## src/rtl/hazard_unit_pkg.sv

```systemverilog
// hazard_unit_pkg
//   Shared encodings for the pipeline hazard controller:
//   - forwarding select codes for the E-stage operand muxes
//   - memory-wait FSM state codes
//   - reg_match(): register-index compare that never matches x0
package hazard_unit_pkg;

  // E-stage operand select encodings
  localparam logic [1:0] FWD_REG = 2'b00;  // register file value
  localparam logic [1:0] FWD_W   = 2'b01;  // W-stage result
  localparam logic [1:0] FWD_M   = 2'b10;  // M-stage ALU output

  // Memory-wait FSM state codes
  localparam logic [0:0] ST_RUN  = 1'b0;
  localparam logic [0:0] ST_WAIT = 1'b1;

  // x0 is hard-wired to zero, so a write to it can never feed a reader.
  function automatic logic reg_match(input logic [4:0] dst, input logic [4:0] src);
    return (dst != 5'd0) && (dst == src);
  endfunction

endpackage

```

## src/rtl/hazard_unit_sat_counter.sv

```systemverilog
// sat_counter
//   Event counter that increments on inc and holds at all-ones.
//   Ports:
//     clk  - clock
//     rstn - synchronous active-low reset, clears the count
//     inc  - count this cycle
//     q    - current count (W bits)
module sat_counter #(
  parameter int W = 32
) (
  input  logic         clk,
  input  logic         rstn,
  input  logic         inc,
  output logic [W-1:0] q
);

  logic [W-1:0] r_q;

  always_ff @(posedge clk) begin
    if (!rstn) begin
      r_q <= '0;
    end else if (inc && (r_q != {W{1'b1}})) begin
      r_q <= r_q + 1'b1;
    end
  end

  assign q = r_q;

endmodule

```

## src/rtl/hazard_unit.sv

```systemverilog
// hazard_unit
//   Hazard controller for the five-stage RV32 pipeline. Produces forwarding
//   selects for E and D, stalls/flushes for load-use, branch-in-decode and
//   taken-branch cases, freezes the pipe while data memory is not ready,
//   flags memory timeouts and keeps saturating stall/flush counters.
//   Ports:
//     clk, rstn                      - clock, synchronous active-low reset
//     rs1D..rdW                      - register indices per stage
//     regWriteE/M/W, memToRegE/M     - producer info per stage
//     branchD, jalrD, pcSrcD         - decode-stage control-flow info
//     memReqM, memReadyM             - data memory handshake
//     forwardAE/BE, forwardAD/BD     - operand forwarding selects
//     stallF/D/E/M, flushD/E/W       - pipeline register hold/clear
//     memErr                         - sticky memory-timeout flag
//     stallCnt, flushCnt             - saturating event counters
module hazard_unit
  import hazard_unit_pkg::*;
#(
  parameter int CNT_W   = 32,
  parameter int TIMEOUT = 255
) (
  input  logic             clk,
  input  logic             rstn,
  input  logic [4:0]       rs1D,
  input  logic [4:0]       rs2D,
  input  logic [4:0]       rs1E,
  input  logic [4:0]       rs2E,
  input  logic [4:0]       rdE,
  input  logic [4:0]       rdM,
  input  logic [4:0]       rdW,
  input  logic             regWriteE,
  input  logic             regWriteM,
  input  logic             regWriteW,
  input  logic             memToRegE,
  input  logic             memToRegM,
  input  logic             branchD,
  input  logic             jalrD,
  input  logic             pcSrcD,
  input  logic             memReqM,
  input  logic             memReadyM,
  output logic [1:0]       forwardAE,
  output logic [1:0]       forwardBE,
  output logic             forwardAD,
  output logic             forwardBD,
  output logic             stallF,
  output logic             stallD,
  output logic             stallE,
  output logic             stallM,
  output logic             flushD,
  output logic             flushE,
  output logic             flushW,
  output logic             memErr,
  output logic [CNT_W-1:0] stallCnt,
  output logic [CNT_W-1:0] flushCnt
);

  localparam int            TW   = $clog2(TIMEOUT + 1);
  localparam logic [TW-1:0] TMAX = TW'(TIMEOUT);

  logic [0:0]    r_state;
  logic [0:0]    w_state_next;
  logic [TW-1:0] r_timer;
  logic [TW-1:0] w_timer_next;
  logic          r_mem_err;

  logic w_mem_wait;
  logic w_ld_stall;
  logic w_br_stall;
  logic w_haz_stall;
  logic w_br_e_match;
  logic w_br_m_match;

  // ---------------- forwarding ----------------
  always_comb begin
    forwardAE = FWD_REG;
    if (regWriteM && reg_match(rdM, rs1E))      forwardAE = FWD_M;
    else if (regWriteW && reg_match(rdW, rs1E)) forwardAE = FWD_W;

    forwardBE = FWD_REG;
    if (regWriteM && reg_match(rdM, rs2E))      forwardBE = FWD_M;
    else if (regWriteW && reg_match(rdW, rs2E)) forwardBE = FWD_W;
  end

  assign forwardAD = regWriteM && reg_match(rdM, rs1D);
  assign forwardBD = regWriteM && reg_match(rdM, rs2D);

  // ---------------- hazard detection ----------------
  assign w_ld_stall = memToRegE && (reg_match(rdE, rs1D) || reg_match(rdE, rs2D));

  // jalr only reads rs1 in decode; conditional branches read both sources.
  assign w_br_e_match = regWriteE && (reg_match(rdE, rs1D) || (branchD && reg_match(rdE, rs2D)));
  assign w_br_m_match = memToRegM && (reg_match(rdM, rs1D) || (branchD && reg_match(rdM, rs2D)));
  assign w_br_stall   = (branchD || jalrD) && (w_br_e_match || w_br_m_match);

  assign w_haz_stall = w_ld_stall || w_br_stall;

  // Combinational so the very first miss cycle already freezes the pipe.
  assign w_mem_wait = memReqM && !memReadyM;

  // A memory wait overrides hazard handling; the hazard inputs stay put while
  // frozen, so their stall/flush naturally happens once the wait ends.
  assign stallF = w_mem_wait || w_haz_stall;
  assign stallD = w_mem_wait || w_haz_stall;
  assign stallE = w_mem_wait;
  assign stallM = w_mem_wait;
  assign flushW = w_mem_wait;
  assign flushE = !w_mem_wait && w_haz_stall;
  assign flushD = !w_mem_wait && !w_haz_stall && pcSrcD;

  // ---------------- memory-wait FSM and timer ----------------
  always_comb begin
    w_state_next = r_state;
    case (r_state)
      ST_RUN:  if (w_mem_wait) w_state_next = ST_WAIT;
      ST_WAIT: if (memReadyM)  w_state_next = ST_RUN;
      default: w_state_next = ST_RUN;
    endcase
  end

  // Timer counts cycles spent in WAIT and holds at TIMEOUT so it cannot wrap.
  always_comb begin
    w_timer_next = r_timer;
    if (w_state_next == ST_RUN) begin
      w_timer_next = '0;
    end else if ((r_state == ST_WAIT) && (r_timer != TMAX)) begin
      w_timer_next = r_timer + 1'b1;
    end
  end

  always_ff @(posedge clk) begin
    if (!rstn) begin
      r_state   <= ST_RUN;
      r_timer   <= '0;
      r_mem_err <= 1'b0;
    end else begin
      r_state   <= w_state_next;
      r_timer   <= w_timer_next;
      if (w_timer_next == TMAX) r_mem_err <= 1'b1;
    end
  end

  assign memErr = r_mem_err;

  // ---------------- performance counters ----------------
  sat_counter #(.W(CNT_W)) u_stall_cnt (
    .clk  (clk),
    .rstn (rstn),
    .inc  (stallF),
    .q    (stallCnt)
  );

  sat_counter #(.W(CNT_W)) u_flush_cnt (
    .clk  (clk),
    .rstn (rstn),
    .inc  (flushD || flushE),
    .q    (flushCnt)
  );

endmodule

```

## config.mk

```make
export PLATFORM = sky130hd
export DESIGN_NAME = hazard_unit
export DESIGN_NICKNAME = d
export VERILOG_FILES = /design/src/rtl/hazard_unit_pkg.sv /design/src/rtl/hazard_unit_sat_counter.sv /design/src/rtl/hazard_unit.sv
export SDC_FILE = /design/constraint.sdc
export NUM_CORES = 1
export LEC_CHECK = 0
export CAP_MARGIN = 15
export CORE_ASPECT_RATIO = 2
export CORE_MARGIN = 1.5
export CORE_UTILIZATION = 44
export CTS_CLUSTER_DIAMETER = 80
export DETAILED_ROUTE_END_ITERATION = 7
export PLACE_DENSITY = 0.77
export SETUP_SLACK_MARGIN = 0.4
export SYNTH_ARGS = -nofsm -noshare
export SYNTH_HDL_FRONTEND = slang
export SYNTH_SLANG_ARGS = --single-unit
```

## constraint.sdc

```tcl
create_clock -name clk -period 3.7 [get_ports clk]
set_input_delay 1.11 -clock clk [delete_from_list [all_inputs] [get_ports clk]]
set_output_delay 1.11 -clock clk [all_outputs]
set_load 0.1 [all_outputs]
```

======== After elaboration in Yosys (flattened, before gate mapping) ========
Index checks and enable logic that the tools add are counted.
storage, ports and cells
  flip-flop bits (word level) ............. 74
  logic and storage cells ................. 71
  input bits .............................. 47
cells by class
  reductions and logical operators ........ 41
  add/subtract/negate cells ............... 3
  equal/unequal tests ..................... 12
  bitwise operators ....................... 1
  multiplexer cells ....................... 9
operators by type and width
  cell                   number
  $add 32x1->32 const B  2
  $ne 32x32->1 const B   2
  $eq 5x5->1             8
  $logic_and 1x1->1      27
  $mux 8                 2
  $reduce_bool 5->1      3
  $add 8x1->8 const B    1
  $eq 8x8->1 const B     1
  $logic_or 1x1->1       8
  $ne 8x8->1 const B     1
  $mux 1                 4
  $mux 2                 2
  $logic_not 1->1        3
  $pmux 1 s2             1
  $not 1->1              1

======== Depth between registers and ports, before layout ========
  word-level depth ........................ 13
  mapped depth ............................ 10
  gate-level depth less buffers ........... 7

======== Modules after synthesis ========
A second synthesis with hierarchy kept.
second synthesis, totals
  cells, all modules ...................... 549
  area total of the unflattened synthesis .. 4563.1 um^2
by module, submodules not included
  module       area an instance (um^2)  instances  cells an instance
  sat_counter  1704.1                   2          200
  hazard_unit  1154.9                   1          149

======== Least setup slack after synthesis ========
No wires, ideal clock.
  path kind ............................... in2out
  start ................................... input port rdM[3]
  end ..................................... output port forwardAE[0]
  path slack .............................. -4137 ps
  data arrival time ....................... 6727 ps
  data required time ...................... 2590 ps
  cell stages on the path ................. 6
  cell sequence ........................... clkbuf_1 -> or4_1 -> or2_1 -> nand2_1 -> nor4_1 -> nor4_1
between the ends
  cells in the longest elaborated chain, start to end .. 4
RTL lines
  element                                          RTL line               RTL
  start: declaration                               hazard_unit.sv:29      input logic [4:0] rdM,
  $eq 5x5->1 or $reduce_bool 5->1 (tied branches)  hazard_unit_pkg.sv:19  return (dst != 5'd0) && (dst == src);
  $logic_and 1x1->1 (*)                            hazard_unit_pkg.sv:19
  $logic_and 1x1->1 (*)                            hazard_unit.sv:76      if (regWriteM && reg_match(rdM, rs1E)) forwardAE = FWD_M;
  $mux 2 (*)                                       hazard_unit.sv:76
  end: declaration                                 hazard_unit.sv:41      output logic [1:0] forwardAE,
Mark *: on every way between the ends. The rest lies on a longest branch, timed or not.

======== Worst setup path after layout ========
  start ................................... input port rdM[4]
  end ..................................... output port stallD
between the ends
  cells in the longest elaborated chain, start to end .. 9
RTL lines
  element                                          RTL line               RTL
  $eq 5x5->1 or $reduce_bool 5->1 (tied branches)  hazard_unit_pkg.sv:19
  $logic_and 1x1->1                                hazard_unit_pkg.sv:19
  $logic_and 1x1->1                                hazard_unit.sv:92      assign w_br_m_match = memToRegM && (reg_match(rdM, rs1D) || (branchD && reg_match(rdM, rs2D)));
  $logic_or 1x1->1 (*)                             hazard_unit.sv:92
  $logic_and 1x1->1 (*)                            hazard_unit.sv:92
  $logic_or 1x1->1 (*)                             hazard_unit.sv:93      assign w_br_stall = (branchD || jalrD) && (w_br_e_match || w_br_m_match);
  $logic_and 1x1->1 (*)                            hazard_unit.sv:93
  $logic_or 1x1->1 (*)                             hazard_unit.sv:95      assign w_haz_stall = w_ld_stall || w_br_stall;
  $logic_or 1x1->1 (*)                             hazard_unit.sv:103     assign stallD = w_mem_wait || w_haz_stall;
  end: declaration                                 hazard_unit.sv:46      output logic stallD,
Marked as above.

==> reports/metrics.csv <==
metric;value;unit
Buf+Inv Stages, Crit Path;4;
Ports;125;
critical path data arrival time;2.71;ns
antenna-violating nets left;0;
Synth Area in XOR/XNOR;11.3;%
Critical Path Sink Type;primary output;
reg2reg path depth;7;
Starting Density;45.0;%
Simple-Gate Fraction of Synth Area;33.8;%
Yosys top cell by area;dfxtp_1;
vias;4643;
Compound-Gate Fraction of Synth Area;11.4;%
Worst Tran Pin Value;0.515;ns
# port buffers;124;
type of origin of the critical path;primary input;
critical path class;in -> out;
WHS Endpoint;memErr;
Worst Hold Class;reg -> reg;
Tmin final;3.82;ns
RD Place Congestion;0.880;
Final WS setup;-0.116;ns
DRC;0;
leak pwr;0.00261;µW
CTS Root Cell;clkbuf_16;
Reg2Reg Setup Slack;1.24;ns
IR Drop Worst-Case VDD;0.286;mV
# H-tree levels;3;
Area contributors post-synth;dfxtp_1 (33%), xor2_1 (6.0%), xnor2_1 (5.2%);
Area Overhead vs Synth;49.4;%
Final Setup Violations;8;
most frequent cell after synthesis;dfxtp_1;
gr ovfl total;0;
first-pass iteration count of the detailed router;4;
Gate Count Post-Synth;549;
fmax;262;MHz
Required @ worst endpoint;2.59;ns
max_cap viols;0;
Max Buffers Root-to-Sink;2;
fraction of registers with async set or reset after synthesis;0;%
fraction of layout cells with a size suffix above 1;29.9;%
Synth warnings;0;
Die Span Y;146;µm
number of global-route vias before repair;4579;
sequential-to-total area share from yosys stat;32.8;%
die area;10900;µm²
largest net degree at the start of global routing;56;
wire per inst;15.9;µm
CP delay by family, top;simple AND/OR/NAND/NOR gates;
clk sinks;74;
post-layout util;67.3;%
PD cells;313;nW/µm²
fill count;848;
Syn Nets;599;
CP max stage cell;or4_4;
Hold Crit Depth;2;
GRT Util Overall;25.3;%
Multi-input gate area;3040;µm²
CTS buffer count;9;
Tcrit/Tclk final;103;%
number of synthesized flops with an enable pin;0;
Unique masters post-synth;57;
first-pass GRT wire length;21700;µm
synthesized cell area;4510;µm²
HP Start;memErr;
Nets;760;
top cells by count, synth;dfxtp_1 (74), nand2_1 (53), nor2_1 (39);
initial antenna violation count;0;
core outline area;10000;µm²
mux cell area share after synthesis;4.44;%
register area;1480;µm²
row cnt;52;
Reg-to-Reg Start;u_stall_cnt.q[6];
Worst R2R End;u_stall_cnt.q[7];
slowest cell delay on critical path;0.53;ns
Worst Clk Skew;0.00781;ns
Die Wd;74.6;µm
crit-path max FO;2;
failing checks;setup timing;
worst skew pair latency;0.34;ns
Hold-fix buffers, CTS;0;
Yosys reg bits;74;
Vias/cell;5.46;
crit path cell chain;buf_6 -> or4_4 -> or2_4 -> nand4_4 -> nand2_2 -> nor3_4 -> inv_2 -> buf_12 -> buf_16;
final max-slew violation count;0;
TritonCTS clock tree;yes;
Main synth FF type;dfxtp_1;
Synth Area per Inst;8.22;µm²
initial drt markers;154;
ant diodes;0;
final cell count without fillers;850;
status;complete, but fails checks;
count of final hold-check violations;0;
Total Wirelength;13500;µm
largest family of logic cells by synthesized area;simple AND/OR/NAND/NOR gates;
Synth top area share;32.8;%
Placed Cells;822;
Rel. slew slack;64.8;%
HPWL after DPL;9840;µm
RSZ-0062 raised after global routing;true;
Post-Place Worst Slack;-0.552;ns
clock-pin slew on the worst setup and hold paths;0.06;ns
post-synthesis adder-cell area fraction;0.832;%
power by group:
| group | internal (µW) | switching [µW] |
|---|---|---|
| sequential | 802 | 7.34 |
| clock | 526 | 367 |
| combinational | 172 | 234 |
how the worst max path moves through the flow:
stage                       from      endpoint  slack [ns]  depth (start not counted)
after detailed placement  rdM[1]        stallD       -0.55                          9
after global placement    rdM[1]        stallD       -0.50                          9
after floorplan           rdM[1]        flushD       -1.04                         10
after CTS                 rdM[1]  forwardAE[0]       -0.26                          8
after global routing      rdM[4]        stallD       -0.15                          9
final                     rdM[4]        stallD       -0.12                          9
through the flow:
step                      area (µm²)  total power, µW  setup TNS [ns]  hold slack [ns]
after floorplan                 4630             1040           -4.69            0.477
after global placement          6160             1190           -3.55            0.450
after detailed placement        6160             1190           -3.93            0.442
after CTS                       6630             2100           -1.13            0.463
after global routing            6740             2170          -0.872            0.502
final                           6740             2110          -0.615            0.458
metal layers:
| layer | up-vias | share of wire, % | track usage [%] |
|---|---|---|---|
| met4 | 0 | 3.4 | 11.0 |
| met1 | 2163 | 37 | 27.1 |
| met5 | - | 0 | 0 |
| li1 | 2301 | - | - |
| met3 | 26 | 5.8 | 5.73 |
| met2 | 153 | 54 | 45.3 |
kinds of logic (layout without fill, tap and decap cells):
family / after synthesis / count (layout)
and+or+nand+nor: 268 / 268
AOI/OAI and AO/OA: 79 / 79
DFF: 74 / 74
xor gates and xnor gates: 58 / 58
buffers and inverters: 47 / 213
muxes: 20 / 20
adders and majority gates: 3 / 3
tightest hold or removal path, stage by stage (launching register included):
cell and delay [ns]:
dfxtp_1 0.33, nand2_1 0.05, o41ai_1 0.05
state kept, by name (all words and copies together) (netlist names):
signal         count
r_state            1
memErr             1
r_timer            8
u_flush_cnt.q     32
u_stall_cnt.q     32
cells in the final DEF, fill, tap and decap left out, types with 6 or more instances in the layout:
master           netlist  routed
nand3_1               35      34
and3_1                 9       9
xnor2_1               27      19
nand4_1               14      14
or4_4                  1       6
nor2_2                 0       6
buf_12                 0      14
nand2_1               53      52
o21ai_0               15      13
or4_1                 15      10
clkbuf_16              0       9
nor4_1                15      11
o31ai_1               12      12
nor2_1                39      29
buf_4                  3     116
inv_1                 12      11
a21oi_1               26      26
xnor2_2                0       7
and4_1                 7       7
nand2b_1              23      23
dlymetal6s2s_1         0       6
buf_6                  6       9
nor3_1                 9       9
dlygate4sd2_1          0      17
mux2i_1               20      20
xor2_1                31      30
dfxtp_1               74      74
or3_1                 14      14
clkdlybuf4s50_1        0      11
layout make-up:
| cell class | count | area share [%] |
|---|---|---|
| clock inverters | 7 | 1.17 |
| inverters | 13 | 0.724 |
| flip-flops and latches | 74 | 22.0 |
| multi-input cells | 428 | 45.1 |
| clock buffers | 9 | 3.34 |
| repair buffers | 184 | 25.1 |
| well taps | 135 | 2.51 |
what timing repair did:
| action | CTS | global route |
|---|---|---|
| cloned | 0 | 0 |
| endpoints found under the setup margin | 13 | 13 |
| buffers inserted | 8 | 4 |
| resized for setup | 75 | 26 |
| pin swaps | 23 | 13 |
No activity file was read; power rests on OpenSTA's default activity.
